`src/rtl/alu_ctrl_pkg.sv`:
```
// rtl/alu_ctrl_pkg.sv - ALU control codes and execute-stage FSM encoding
package alu_ctrl_pkg;

  localparam logic [2:0] ALU_AND  = 3'b000;
  localparam logic [2:0] ALU_XOR  = 3'b001;
  localparam logic [2:0] ALU_SLL  = 3'b010;
  localparam logic [2:0] ALU_ADD  = 3'b011;
  localparam logic [2:0] ALU_SUB  = 3'b100;
  localparam logic [2:0] ALU_MUL  = 3'b101;
  localparam logic [2:0] ALU_ADDI = 3'b110;
  localparam logic [2:0] ALU_SRAI = 3'b111;

  typedef enum logic {
    ST_IDLE = 1'b0,
    ST_MUL  = 1'b1
  } alu_state_e;

endpackage

```
`src/rtl/multicycle_alu_if.sv`:
```
// rtl/multicycle_alu_if.sv - request/response bundle between issue logic and the ALU
interface multicycle_alu_if #(
  parameter int WIDTH = 32
);
  logic             valid_i;
  logic [2:0]       ALUCtrl_i;
  logic [WIDTH-1:0] data1_i;
  logic [WIDTH-1:0] data2_i;
  logic             ready_o;
  logic             valid_o;
  logic [WIDTH-1:0] data_o;
  logic             zero_o;
  logic             busy_o;

  modport slave (
    input  valid_i, ALUCtrl_i, data1_i, data2_i,
    output ready_o, valid_o, data_o, zero_o, busy_o
  );

  modport master (
    output valid_i, ALUCtrl_i, data1_i, data2_i,
    input  ready_o, valid_o, data_o, zero_o, busy_o
  );
endinterface

```
`src/rtl/alu_mul_iter.sv`:
```
// rtl/alu_mul_iter.sv - iterative shift-add multiplier, one multiplier bit per cycle
module alu_mul_iter #(
  parameter int WIDTH = 32
) (
  input  logic             clk_i,
  input  logic             rst_i,
  input  logic             start,
  input  logic [WIDTH-1:0] d1,
  input  logic [WIDTH-1:0] d2,
  output logic             done,
  output logic [WIDTH-1:0] product
);
  localparam int CNT_W = $clog2(WIDTH);

  logic             run_q, run_d;
  logic [WIDTH-1:0] mcand_q, mcand_d;
  logic [WIDTH-1:0] mplier_q, mplier_d;
  logic [WIDTH-1:0] acc_q, acc_d;
  logic [CNT_W-1:0] cnt_q, cnt_d;
  logic [WIDTH-1:0] acc_next;

  // product includes the last partial sum so the top can register it on the final step edge
  always_comb begin
    acc_next = mplier_q[0] ? (acc_q + mcand_q) : acc_q;
    done     = run_q && (cnt_q == CNT_W'(WIDTH - 1));
    product  = acc_next;
    run_d    = run_q;
    mcand_d  = mcand_q;
    mplier_d = mplier_q;
    acc_d    = acc_q;
    cnt_d    = cnt_q;
    if (start) begin
      run_d    = 1'b1;
      mcand_d  = d1;
      mplier_d = d2;
      acc_d    = '0;
      cnt_d    = '0;
    end else if (run_q) begin
      acc_d    = acc_next;
      mcand_d  = mcand_q << 1;
      mplier_d = mplier_q >> 1;
      cnt_d    = cnt_q + 1'b1;
      if (done) begin
        run_d = 1'b0;
      end
    end
  end

  always_ff @(posedge clk_i) begin
    if (!rst_i) begin
      run_q    <= 1'b0;
      mcand_q  <= '0;
      mplier_q <= '0;
      acc_q    <= '0;
      cnt_q    <= '0;
    end else begin
      run_q    <= run_d;
      mcand_q  <= mcand_d;
      mplier_q <= mplier_d;
      acc_q    <= acc_d;
      cnt_q    <= cnt_d;
    end
  end
endmodule

```
`src/rtl/multicycle_alu.sv`:
```
// rtl/multicycle_alu.sv - execute-stage ALU with single-cycle ops and an iterative multiply
module multicycle_alu
  import alu_ctrl_pkg::*;
#(
  parameter int WIDTH   = 32,
  parameter int SHAMT_W = $clog2(WIDTH)
) (
  input  logic             clk_i,
  input  logic             rst_i,
  multicycle_alu_if.slave  bus
);
  alu_state_e       state_q, state_d;
  logic [WIDTH-1:0] data_q, data_d;
  logic             zero_q, zero_d;
  logic             valid_q, valid_d;
  logic             ready;
  logic             accept;
  logic             mul_start;
  logic             mul_done;
  logic [WIDTH-1:0] mul_product;
  logic [WIDTH-1:0] alu_res;
  logic [SHAMT_W-1:0] shamt;

  // ready/busy are forced low while reset is held so the hazard unit sees no stall
  assign ready       = rst_i && (state_q == ST_IDLE);
  assign accept      = bus.valid_i && ready;
  assign bus.ready_o = ready;
  assign bus.busy_o  = rst_i && (state_q == ST_MUL);
  assign bus.valid_o = valid_q;
  assign bus.data_o  = data_q;
  assign bus.zero_o  = zero_q;
  assign shamt       = bus.data2_i[SHAMT_W-1:0];

  always_comb begin
    alu_res = '0;
    case (bus.ALUCtrl_i)
      ALU_AND:  alu_res = bus.data1_i & bus.data2_i;
      ALU_XOR:  alu_res = bus.data1_i ^ bus.data2_i;
      ALU_SLL:  alu_res = bus.data1_i << shamt;
      ALU_ADD:  alu_res = bus.data1_i + bus.data2_i;
      ALU_SUB:  alu_res = bus.data1_i - bus.data2_i;
      ALU_ADDI: alu_res = bus.data1_i + bus.data2_i;
      ALU_SRAI: alu_res = WIDTH'($signed(bus.data1_i) >>> shamt);
      default:  alu_res = '0;
    endcase
  end

  always_comb begin
    state_d   = state_q;
    data_d    = data_q;
    zero_d    = zero_q;
    valid_d   = 1'b0;
    mul_start = 1'b0;
    case (state_q)
      ST_IDLE: begin
        if (accept) begin
          if (bus.ALUCtrl_i == ALU_MUL) begin
            mul_start = 1'b1;
            state_d   = ST_MUL;
          end else begin
            data_d  = alu_res;
            zero_d  = (alu_res == '0);
            valid_d = 1'b1;
          end
        end
      end
      ST_MUL: begin
        if (mul_done) begin
          data_d  = mul_product;
          zero_d  = (mul_product == '0);
          valid_d = 1'b1;
          state_d = ST_IDLE;
        end
      end
      default: state_d = ST_IDLE;
    endcase
  end

  always_ff @(posedge clk_i) begin
    if (!rst_i) begin
      state_q <= ST_IDLE;
      data_q  <= '0;
      zero_q  <= 1'b0;
      valid_q <= 1'b0;
    end else begin
      state_q <= state_d;
      data_q  <= data_d;
      zero_q  <= zero_d;
      valid_q <= valid_d;
    end
  end

  alu_mul_iter #(.WIDTH(WIDTH)) u_mul (
    .clk_i   (clk_i),
    .rst_i   (rst_i),
    .start   (mul_start),
    .d1      (bus.data1_i),
    .d2      (bus.data2_i),
    .done    (mul_done),
    .product (mul_product)
  );
endmodule

```
`src/flat_wrapper.sv`:
```
// flat-port wrapper written by rule: the top's interface ports become plain ports
module multicycle_alu_flat import alu_ctrl_pkg::*;
#(
  parameter int WIDTH   = 32,
  parameter int SHAMT_W = $clog2(WIDTH)
)
  (clk_i, rst_i, bus_valid_i, bus_ALUCtrl_i, bus_data1_i, bus_data2_i, bus_ready_o, bus_valid_o, bus_data_o, bus_zero_o, bus_busy_o);
  multicycle_alu_if #(.WIDTH(WIDTH)) bus_i ();
  input  logic clk_i;
  input  logic rst_i;
  input wire logic [$bits(bus_i.valid_i)-1:0] bus_valid_i;
  input wire logic [$bits(bus_i.ALUCtrl_i)-1:0] bus_ALUCtrl_i;
  input wire logic [$bits(bus_i.data1_i)-1:0] bus_data1_i;
  input wire logic [$bits(bus_i.data2_i)-1:0] bus_data2_i;
  output wire logic [$bits(bus_i.ready_o)-1:0] bus_ready_o;
  output wire logic [$bits(bus_i.valid_o)-1:0] bus_valid_o;
  output wire logic [$bits(bus_i.data_o)-1:0] bus_data_o;
  output wire logic [$bits(bus_i.zero_o)-1:0] bus_zero_o;
  output wire logic [$bits(bus_i.busy_o)-1:0] bus_busy_o;
  assign bus_i.valid_i = bus_valid_i;
  assign bus_i.ALUCtrl_i = bus_ALUCtrl_i;
  assign bus_i.data1_i = bus_data1_i;
  assign bus_i.data2_i = bus_data2_i;
  assign bus_ready_o = bus_i.ready_o;
  assign bus_valid_o = bus_i.valid_o;
  assign bus_data_o = bus_i.data_o;
  assign bus_zero_o = bus_i.zero_o;
  assign bus_busy_o = bus_i.busy_o;
  multicycle_alu #(.WIDTH(WIDTH), .SHAMT_W(SHAMT_W)) u_core (.clk_i(clk_i), .rst_i(rst_i), .bus(bus_i));
endmodule
```
`config.mk`:
```
export PLATFORM = sky130hd
export DESIGN_NAME = multicycle_alu_flat
export DESIGN_NICKNAME = d
export VERILOG_FILES = /design/src/rtl/alu_ctrl_pkg.sv /design/src/rtl/multicycle_alu_if.sv /design/src/rtl/alu_mul_iter.sv /design/src/rtl/multicycle_alu.sv /design/src/flat_wrapper.sv
export SDC_FILE = /design/constraint.sdc
export NUM_CORES = 1
export LEC_CHECK = 0
export ABC_CLOCK_PERIOD_IN_PS = 14000
export BUFFER_PORTS_ARGS = -buffer_cell sky130_fd_sc_hd__buf_2
export CAP_MARGIN = 5
export CORE_ASPECT_RATIO = 1.1
export CORE_MARGIN = 2
export CORE_UTILIZATION = 41
export DETAILED_ROUTE_END_ITERATION = 6
export SLEW_MARGIN = 20
export SYNTH_ARGS = -nofsm -noshare
export SYNTH_HDL_FRONTEND = slang
export SYNTH_HIERARCHICAL = 1
export SYNTH_SLANG_ARGS = --single-unit
export TNS_END_PERCENT = 20
```
`constraint.sdc`:
```
create_clock -name clk_i -period 14 [get_ports clk_i]
set_input_delay 0.7 -clock clk_i [delete_from_list [all_inputs] [get_ports clk_i]]
set_output_delay 0.7 -clock clk_i [all_outputs]
set_load 0.01 [all_outputs]
```
==> results of run 1 <==
## routing by layer
layer | wire [µm] | vias to the layer above | GRT usage [%]
met2 | 30900 | 947 | 52.7
li1 | - | 7782 | -
met3 | 6130 | 207 | 6.76
met5 | 13 | - | 0
met1 | 30100 | 8242 | 46.4
met4 | 4220 | 2 | 18.5
## cells in the mapped netlist (all sizes together), types with 33 or more instances
master / instances
and2: 80
mux2: 47
dfxtp: 137
xnor2: 51
buf: 64
clkbuf: 84
inv: 33
ha: 103
a21oi: 129
nor3: 36
mux2i: 188
o21ai: 191
nor2: 160
nand2: 299
## kinds of logic (layout without fill, tap and decap cells)
group           count (synthesis)  after routing
compound gates                614            614
xor+xnor                       73             73
fa+ha+maj                     105            105
buf+inv                       183            193
flops                         137            137
mux                           253            253
simple gates                  749            749
## how the worst max path moves through the flow
| stage | startpoint | to | slack (ns) |
|---|---|---|---|
| 4_1_cts | bus_data2_i[4] | u_core/bus.zero_o$_SDFFE_PN0P_ | 7.80 |
| 3_5_place_dp | bus_data2_i[4] | u_core/bus.zero_o$_SDFFE_PN0P_ | 7.31 |
| 6_report | bus_data2_i[4] | u_core/bus.zero_o$_SDFFE_PN0P_ | 7.53 |
| 2_1_floorplan | bus_data2_i[0] | u_core/bus.zero_o$_SDFFE_PN0P_ | 7.72 |
| 3_3_place_gp | bus_data2_i[4] | u_core/bus.zero_o$_SDFFE_PN0P_ | 7.29 |
| 5_1_grt | bus_data2_i[3] | u_core/bus.zero_o$_SDFFE_PN0P_ | 7.30 |
## per-stage QoR
stage / hold WS [ns] / cell area [µm²] / util (%) / total power, mW
6_report: 0.467 / 17300 / 45.2 / 1.46
4_1_cts: 0.471 / 17300 / 45.2 / 1.45
2_1_floorplan: 0.451 / 16000 / - / 0.752
3_5_place_dp: 0.463 / 16700 / 43.5 / 0.939
3_3_place_gp: 0.451 / 16700 / 43.5 / 0.941
5_1_grt: 0.488 / 17300 / 45.2 / 1.52
## flip-flops by register name, indices dropped and copies added (netlist names)
signal	cells
u_core/u_mul/cnt_q	5
u_core/bus.valid_o	1
u_core/u_mul/acc_q	32
u_core/bus.zero_o	1
u_core/u_mul/mcand_q	32
u_core/bus.data_o	32
u_core/state_q	1
u_core/u_mul/mplier_q	32
u_core/u_mul/run_q	1
## cell type report
| cell class | count | area share (%) |
|---|---|---|
| multi-input combinational | 1794 | 72.1 |
| sequential | 137 | 15.9 |
| timing repair buffer | 127 | 4.00 |
| tap | 500 | 3.61 |
| clock buffer | 22 | 2.74 |
| clock inverter | 10 | 0.961 |
| inverter | 34 | 0.737 |
## critical path, cell delays in order
cell and delay, ns:
sky130_fd_sc_hd__buf_2 0.09, sky130_fd_sc_hd__buf_4 0.29, sky130_fd_sc_hd__inv_2 0.41, sky130_fd_sc_hd__nand2_1 0.44, sky130_fd_sc_hd__or4_4 0.67, sky130_fd_sc_hd__o21ai_0 0.22, sky130_fd_sc_hd__xnor2_1 0.15, sky130_fd_sc_hd__ha_1 0.33
sky130_fd_sc_hd__a21o_1 0.23, sky130_fd_sc_hd__or3_1 0.31, sky130_fd_sc_hd__o21ai_1 0.37, sky130_fd_sc_hd__a21oi_1 0.16, sky130_fd_sc_hd__a31oi_1 0.47, sky130_fd_sc_hd__xnor2_1 0.19, sky130_fd_sc_hd__a221oi_1 0.73, sky130_fd_sc_hd__nand2_1 0.12
sky130_fd_sc_hd__nor4_1 0.37, sky130_fd_sc_hd__nand4_1 0.17, sky130_fd_sc_hd__o41ai_2 0.35
## report_power, final
group	leakage (nW)	switching, mW	total [mW]	internal (mW)
sequential	1.11	0.00736	0.406	0.399
combinational	5.43	0.365	0.547	0.182
clock	0.307	0.199	0.511	0.313
==> impl_metrics.ini, run 1 <==
[status]
outcome = completed

[place]
hpwl_mm = 54.3
dpl_worst_slack_ns = 7.31
port_buffers = 105
gp_congestion = 1.03
numPlacedInstances = 2592

[critical_path]
worstPathMaxFanout = 38
criticalPathCategory = input pin to flop
timing.reg2reg.setup_slack_ns = 9.81
end_kind = flop
worst-endpoint-required_ns = 14.37
regToRegStartpoint = u_core/u_mul/mcand_q[4]$_SDFFE_PN0P_
timing.critical_path.from_type = input pin
critical_path.reg2reg.endpoint = u_core/bus.zero_o$_SDFFE_PN0P_
worst_ep_arrival_time_ns = 6.84
timing.reg2reg.worst_path_depth = 15

[clock_network]
cts_resized = 0
insertion_delay_ns = 0.46
cts_num_sinks = 137
cts_setup_buffers = 0
clock_tree.buffer_depth = 2
holdBufCountCts = 0
cts-htree-levels = 4
cts_root_buf = sky130_fd_sc_hd__clkbuf_16
clk_transition_reported_paths_ns = 0.07
cts_tree = built
numCtsBuffers = 17

[yosys]
synth_simple_gate_area_share_pct = 22.4
synth_mux_area_share_pct = 17.8
synth_top_family_by_area = compound AO/OA/AOI/OAI gates
synth_area_leaders = sky130_fd_sc_hd__dfxtp_1, sky130_fd_sc_hd__mux2i_1, sky130_fd_sc_hd__ha_1, sky130_fd_sc_hd__nand2_1, sky130_fd_sc_hd__o21ai_0
synth.top_cell.area_share_pct = 17.1
mappedNetlistArea_um2 = 16000
ys_seq_area_share_pct = 17.1
fraction_of_the_mapped_netlist_area_in_compound_gates_pct = 25.4
syn_inst = 2114
synth_xor_area_share_pct = 4.00
synth-async-reset-ratio_pct = 0
syn-mean-instance-area_um2 = 7.57
synth_largest_area_cell = sky130_fd_sc_hd__dfxtp_1
synth_edf_count = 0
synth-seq-cells = 137
synth_top_flop_cell = sky130_fd_sc_hd__dfxtp_1
synth.yosys.warnings = 6
yosysUniqueCellTypes = 112
syn_nets = 2289
synth-adder-area-share_pct = 8.30

[hold_path]
min_delay_worst_endpoint = u_core/bus.data_o[19]$_SDFFE_PN0P_
worstHoldPathCells = 2
beginning_of_the_worst_hold_path = u_core/bus.data_o[19]$_SDFFE_PN0P_
min-delay-path-class = flop to flop

[global_routing]
grt_antenna_before_repair = 2
groute.usage.overall_pct = 34.8
largest_net_degree_at_the_start_of_global_routing = 101
first_global_vias = 15900
grt-ovfl-total = 0
first_pass_grt_wire_length_mm = 105

[floorplan]
die-area_um2 = 40600
initial_utilization_pct = 41.8
chipWidth_um = 192
fp.coreArea_um2 = 38300
num_rows = 75
ioPinCount = 106
die_height_um = 211

[route]
num_vias = 17200
routed_wire_length_per_instance_um = 27.2
detail_route.first_pass.iterations = 5
remaining_drc_errors = 0
final_antenna_net_count = 0
drt-initial-drc-count = 2061
detail_route.vias_per_cell = 6.55
drt_wl_total_mm = 71.4

[sta]
setup_tns_ns = 0
tightest_slew_ns = 1.13
timing.slew.headroom_pct = 24.3
fmax_ghz = 0.155
rsz0062_at_grt = false
setup_slack_ns = 7.53
period_share_pct = 46.2
setup_viol = 0
fin_crit_ns = 6.47
final_max_slew_viol_count = 0
hold_viol = 0
timing.clock.skew_ns = 0.0134

[final_layout]
nFillCells = 3975
finalNonFillerCells = 2624
total_area_of_multi_input_combinational_cells_um2 = 12500
final_common_cell = sky130_fd_sc_hd__nand2_1
layout.cells.most_common_list = sky130_fd_sc_hd__nand2_1, sky130_fd_sc_hd__mux2i_1, sky130_fd_sc_hd__o21ai_0, sky130_fd_sc_hd__nor2_1, sky130_fd_sc_hd__dfxtp_1
nets = 2286
area_growth_syn_to_layout_pct = 8.17
register_area_um2 = 2750
layout_cell_share_with_drive_strength_beyond_1_pct = 13.1
antenna-diode-count = 0

[pwr]
power_per_cell_area_nw_per_um2 = 84.6
cellLeakagePower_nw = 6.85
vdd_ir_drop_max_uv = 90.7

[job]
max-cap-violations = 0
Power figures use the tool's default switching activity.
==> run 2: changes to the inputs <==
- ABC_CLOCK_PERIOD_IN_PS: 14000 -> 6300
- clock period: 14 -> 6.3 ns (I/O delays scaled with it)
==> impl_metrics.ini, run 2 (synthesis gave the netlist of run 1 again) <==
[status]
outcome = finished, violations left
violations = design-rule violations

[critical_path]
crit_top_cell = sky130_fd_sc_hd__nand2_1
crit_buf_inv = 2
timing.reg2reg.setup_slack_ns = 2.01
path_cells = buf_4, inv_2, ha_1, nand2_1, nor3_1, nand2_1, or4_1, o31ai_1, xnor2_1, ha_1, nand2_1, o21ai_0, nor3_1, a221oi_1, o311ai_0, or2_0, nor4_1, or4b_1, nor4_1, nand4_1, o41ai_2
criticalPathCategory = input pin to flop
critical_path.top_delay_family = simple AND/OR/NAND/NOR gates
worst_ep_arrival_time_ns = 5.80
worst-endpoint-required_ns = 6.66
timing.critical_path.from_type = input pin
critical-path-max-stage-delay_ns = 0.53
cp_slowest_cell = sky130_fd_sc_hd__or4_1
path_depth = 21
worstPathMaxFanout = 8
end_kind = flop
timing.reg2reg.worst_path_depth = 15

[floorplan]
die-area_um2 = 40600
ioPinCount = 106
initial_utilization_pct = 41.8
chipWidth_um = 192
num_rows = 75
fp.coreArea_um2 = 38300
die_height_um = 211

[clock_network]
cts_resized = 0
cts_tree = built
clk_transition_reported_paths_ns = 0.06
cts_root_buf = sky130_fd_sc_hd__clkbuf_16
cts-htree-levels = 4
clock_tree.buffer_depth = 2
cts_setup_buffers = 0
holdBufCountCts = 0
insertion_delay_ns = 0.46
numCtsBuffers = 17
cts_num_sinks = 137

[route]
drt_wl_total_mm = 73.8
routed_wire_length_per_instance_um = 27.9
remaining_drc_errors = 7
detail_route.vias_per_cell = 6.40
wl_met1_mm = 31.6
wl_met2_mm = 32.7
topRoutingLayerUsed = met4
num_vias = 16900
wl_met3_mm = 5.22
detail_route.first_pass.iterations = 7
drt-initial-drc-count = 1704
final_antenna_net_count = 0

[final_layout]
register_area_um2 = 2750
antenna-diode-count = 0
total_area_of_multi_input_combinational_cells_um2 = 12500
nFillCells = 3980
area_growth_syn_to_layout_pct = 8.82
layout_cell_share_with_drive_strength_beyond_1_pct = 13.9
final_common_cell = sky130_fd_sc_hd__nand2_1
nets = 2307
layout.cells.most_common_list = sky130_fd_sc_hd__nand2_1, sky130_fd_sc_hd__mux2i_1, sky130_fd_sc_hd__o21ai_0, sky130_fd_sc_hd__nor2_1, sky130_fd_sc_hd__dfxtp_1

[hold_path]
min-delay-path-class = input pin to flop
worstHoldPathCells = 4

[pwr]
power_per_cell_area_nw_per_um2 = 181
design_power_total_mw = 3.16
vdd_ir_drop_max_uv = 222
cellLeakagePower_nw = 6.93

[global_routing]
first_global_vias = 16100
grt-ovfl-total = 0
grt_antenna_before_repair = 0
groute.usage.overall_pct = 36.1
largest_net_degree_at_the_start_of_global_routing = 74
first_pass_grt_wire_length_mm = 107

[sta]
timing.slew.headroom_pct = 15.7
final_max_slew_viol_count = 0
setup_viol = 0
hold_viol = 0
fin_crit_ns = 5.44
timing.clock.skew_ns = 0.0130
period_share_pct = 86.3
tightest_slew_ns = 1.25
rsz0062_at_grt = false
fmax_ghz = 0.184
setup_tns_ns = 0

[place]
gp_congestion = 1.01
port_buffers = 105
hpwl_mm = 57.3

[job]
max-cap-violations = 0
## run 2: cell count changes in the layout (fill, tap and decap cells not counted), sizes merged
| cell | previous run | this run |
|---|---|---|
| buf | 127 | 148 |
| clkinv | 5 | 10 |
| bufinv | 4 | 2 |
| clkinvlp | 2 | 0 |
| clkbuf | 22 | 21 |
## run 2: per-layer routing
| metal | track usage, % | vias to the layer above |
|---|---|---|
| met3 | 5.75 | 188 |
| met1 | 47.6 | 8102 |
| met2 | 56.6 | 804 |
| li1 | - | 7832 |
| met4 | 19.1 | 0 |
| met5 | 0 | - |
## run 2: final timing paths
| check | startpoint | to |
|---|---|---|
| setup reg to reg | u_core/u_mul/mcand_q[4]$_SDFFE_PN0P_ | u_core/bus.zero_o$_SDFFE_PN0P_ |
| setup / recovery | bus_data2_i[1] | u_core/bus.zero_o$_SDFFE_PN0P_ |
| hold / removal | bus_data2_i[20] | u_core/u_mul/mplier_q[20]$_SDFFE_PN0P_ |
| hold reg to reg | u_core/bus.data_o[5]$_SDFFE_PN0P_ | u_core/bus.data_o[5]$_SDFFE_PN0P_ |
## run 2: per-stage QoR
step	utilization, %	instances	hold slack (ns)	instance area [µm²]	worst slack, ns
4_1_cts	45.5	2645	0.193	17400	1.02
6_report	45.5	2645	0.221	17400	0.862
3_5_place_dp	44.0	2613	0.456	16800	0.527
3_3_place_gp	44.0	2613	0.450	16800	0.679
5_1_grt	45.5	2645	0.247	17400	0.568
2_1_floorplan	-	2114	0.451	16000	0.401
## run 2: final cells by class
type | count | share of cell area, %
clock inverter | 11 | 0.711
multi-input combinational | 1794 | 71.7
timing repair buffer | 148 | 4.89
sequential | 137 | 15.8
clock buffer | 21 | 2.59
inverter | 34 | 0.733
tap | 500 | 3.59
## run 2: worst register-to-register path, cell delays in order (launching register included)
cell                       delay, ns
sky130_fd_sc_hd__dfxtp_1        0.43
sky130_fd_sc_hd__ha_1           0.33
sky130_fd_sc_hd__a21o_1         0.25
sky130_fd_sc_hd__a31oi_1        0.30
sky130_fd_sc_hd__a211oi_2       0.19
sky130_fd_sc_hd__o211ai_2       0.32
sky130_fd_sc_hd__a31oi_4        0.17
sky130_fd_sc_hd__o211ai_2       0.23
sky130_fd_sc_hd__a211o_1        0.16
sky130_fd_sc_hd__o221ai_1       0.30
sky130_fd_sc_hd__or4b_2         0.75
sky130_fd_sc_hd__nor4_1         0.30
sky130_fd_sc_hd__nand4_1        0.16
sky130_fd_sc_hd__o21ai_0        0.18
sky130_fd_sc_hd__nand2_1        0.08
sky130_fd_sc_hd__o41ai_2        0.07
## run 2: report_power, final
| group | switching (mW) | internal, mW | total (mW) |
|---|---|---|---|
| sequential | 0.0157 | 0.887 | 0.903 |
| clock | 0.422 | 0.592 | 1.01 |
| combinational | 0.824 | 0.417 | 1.24 |
| total | 1.26 | 1.90 | 3.16 |
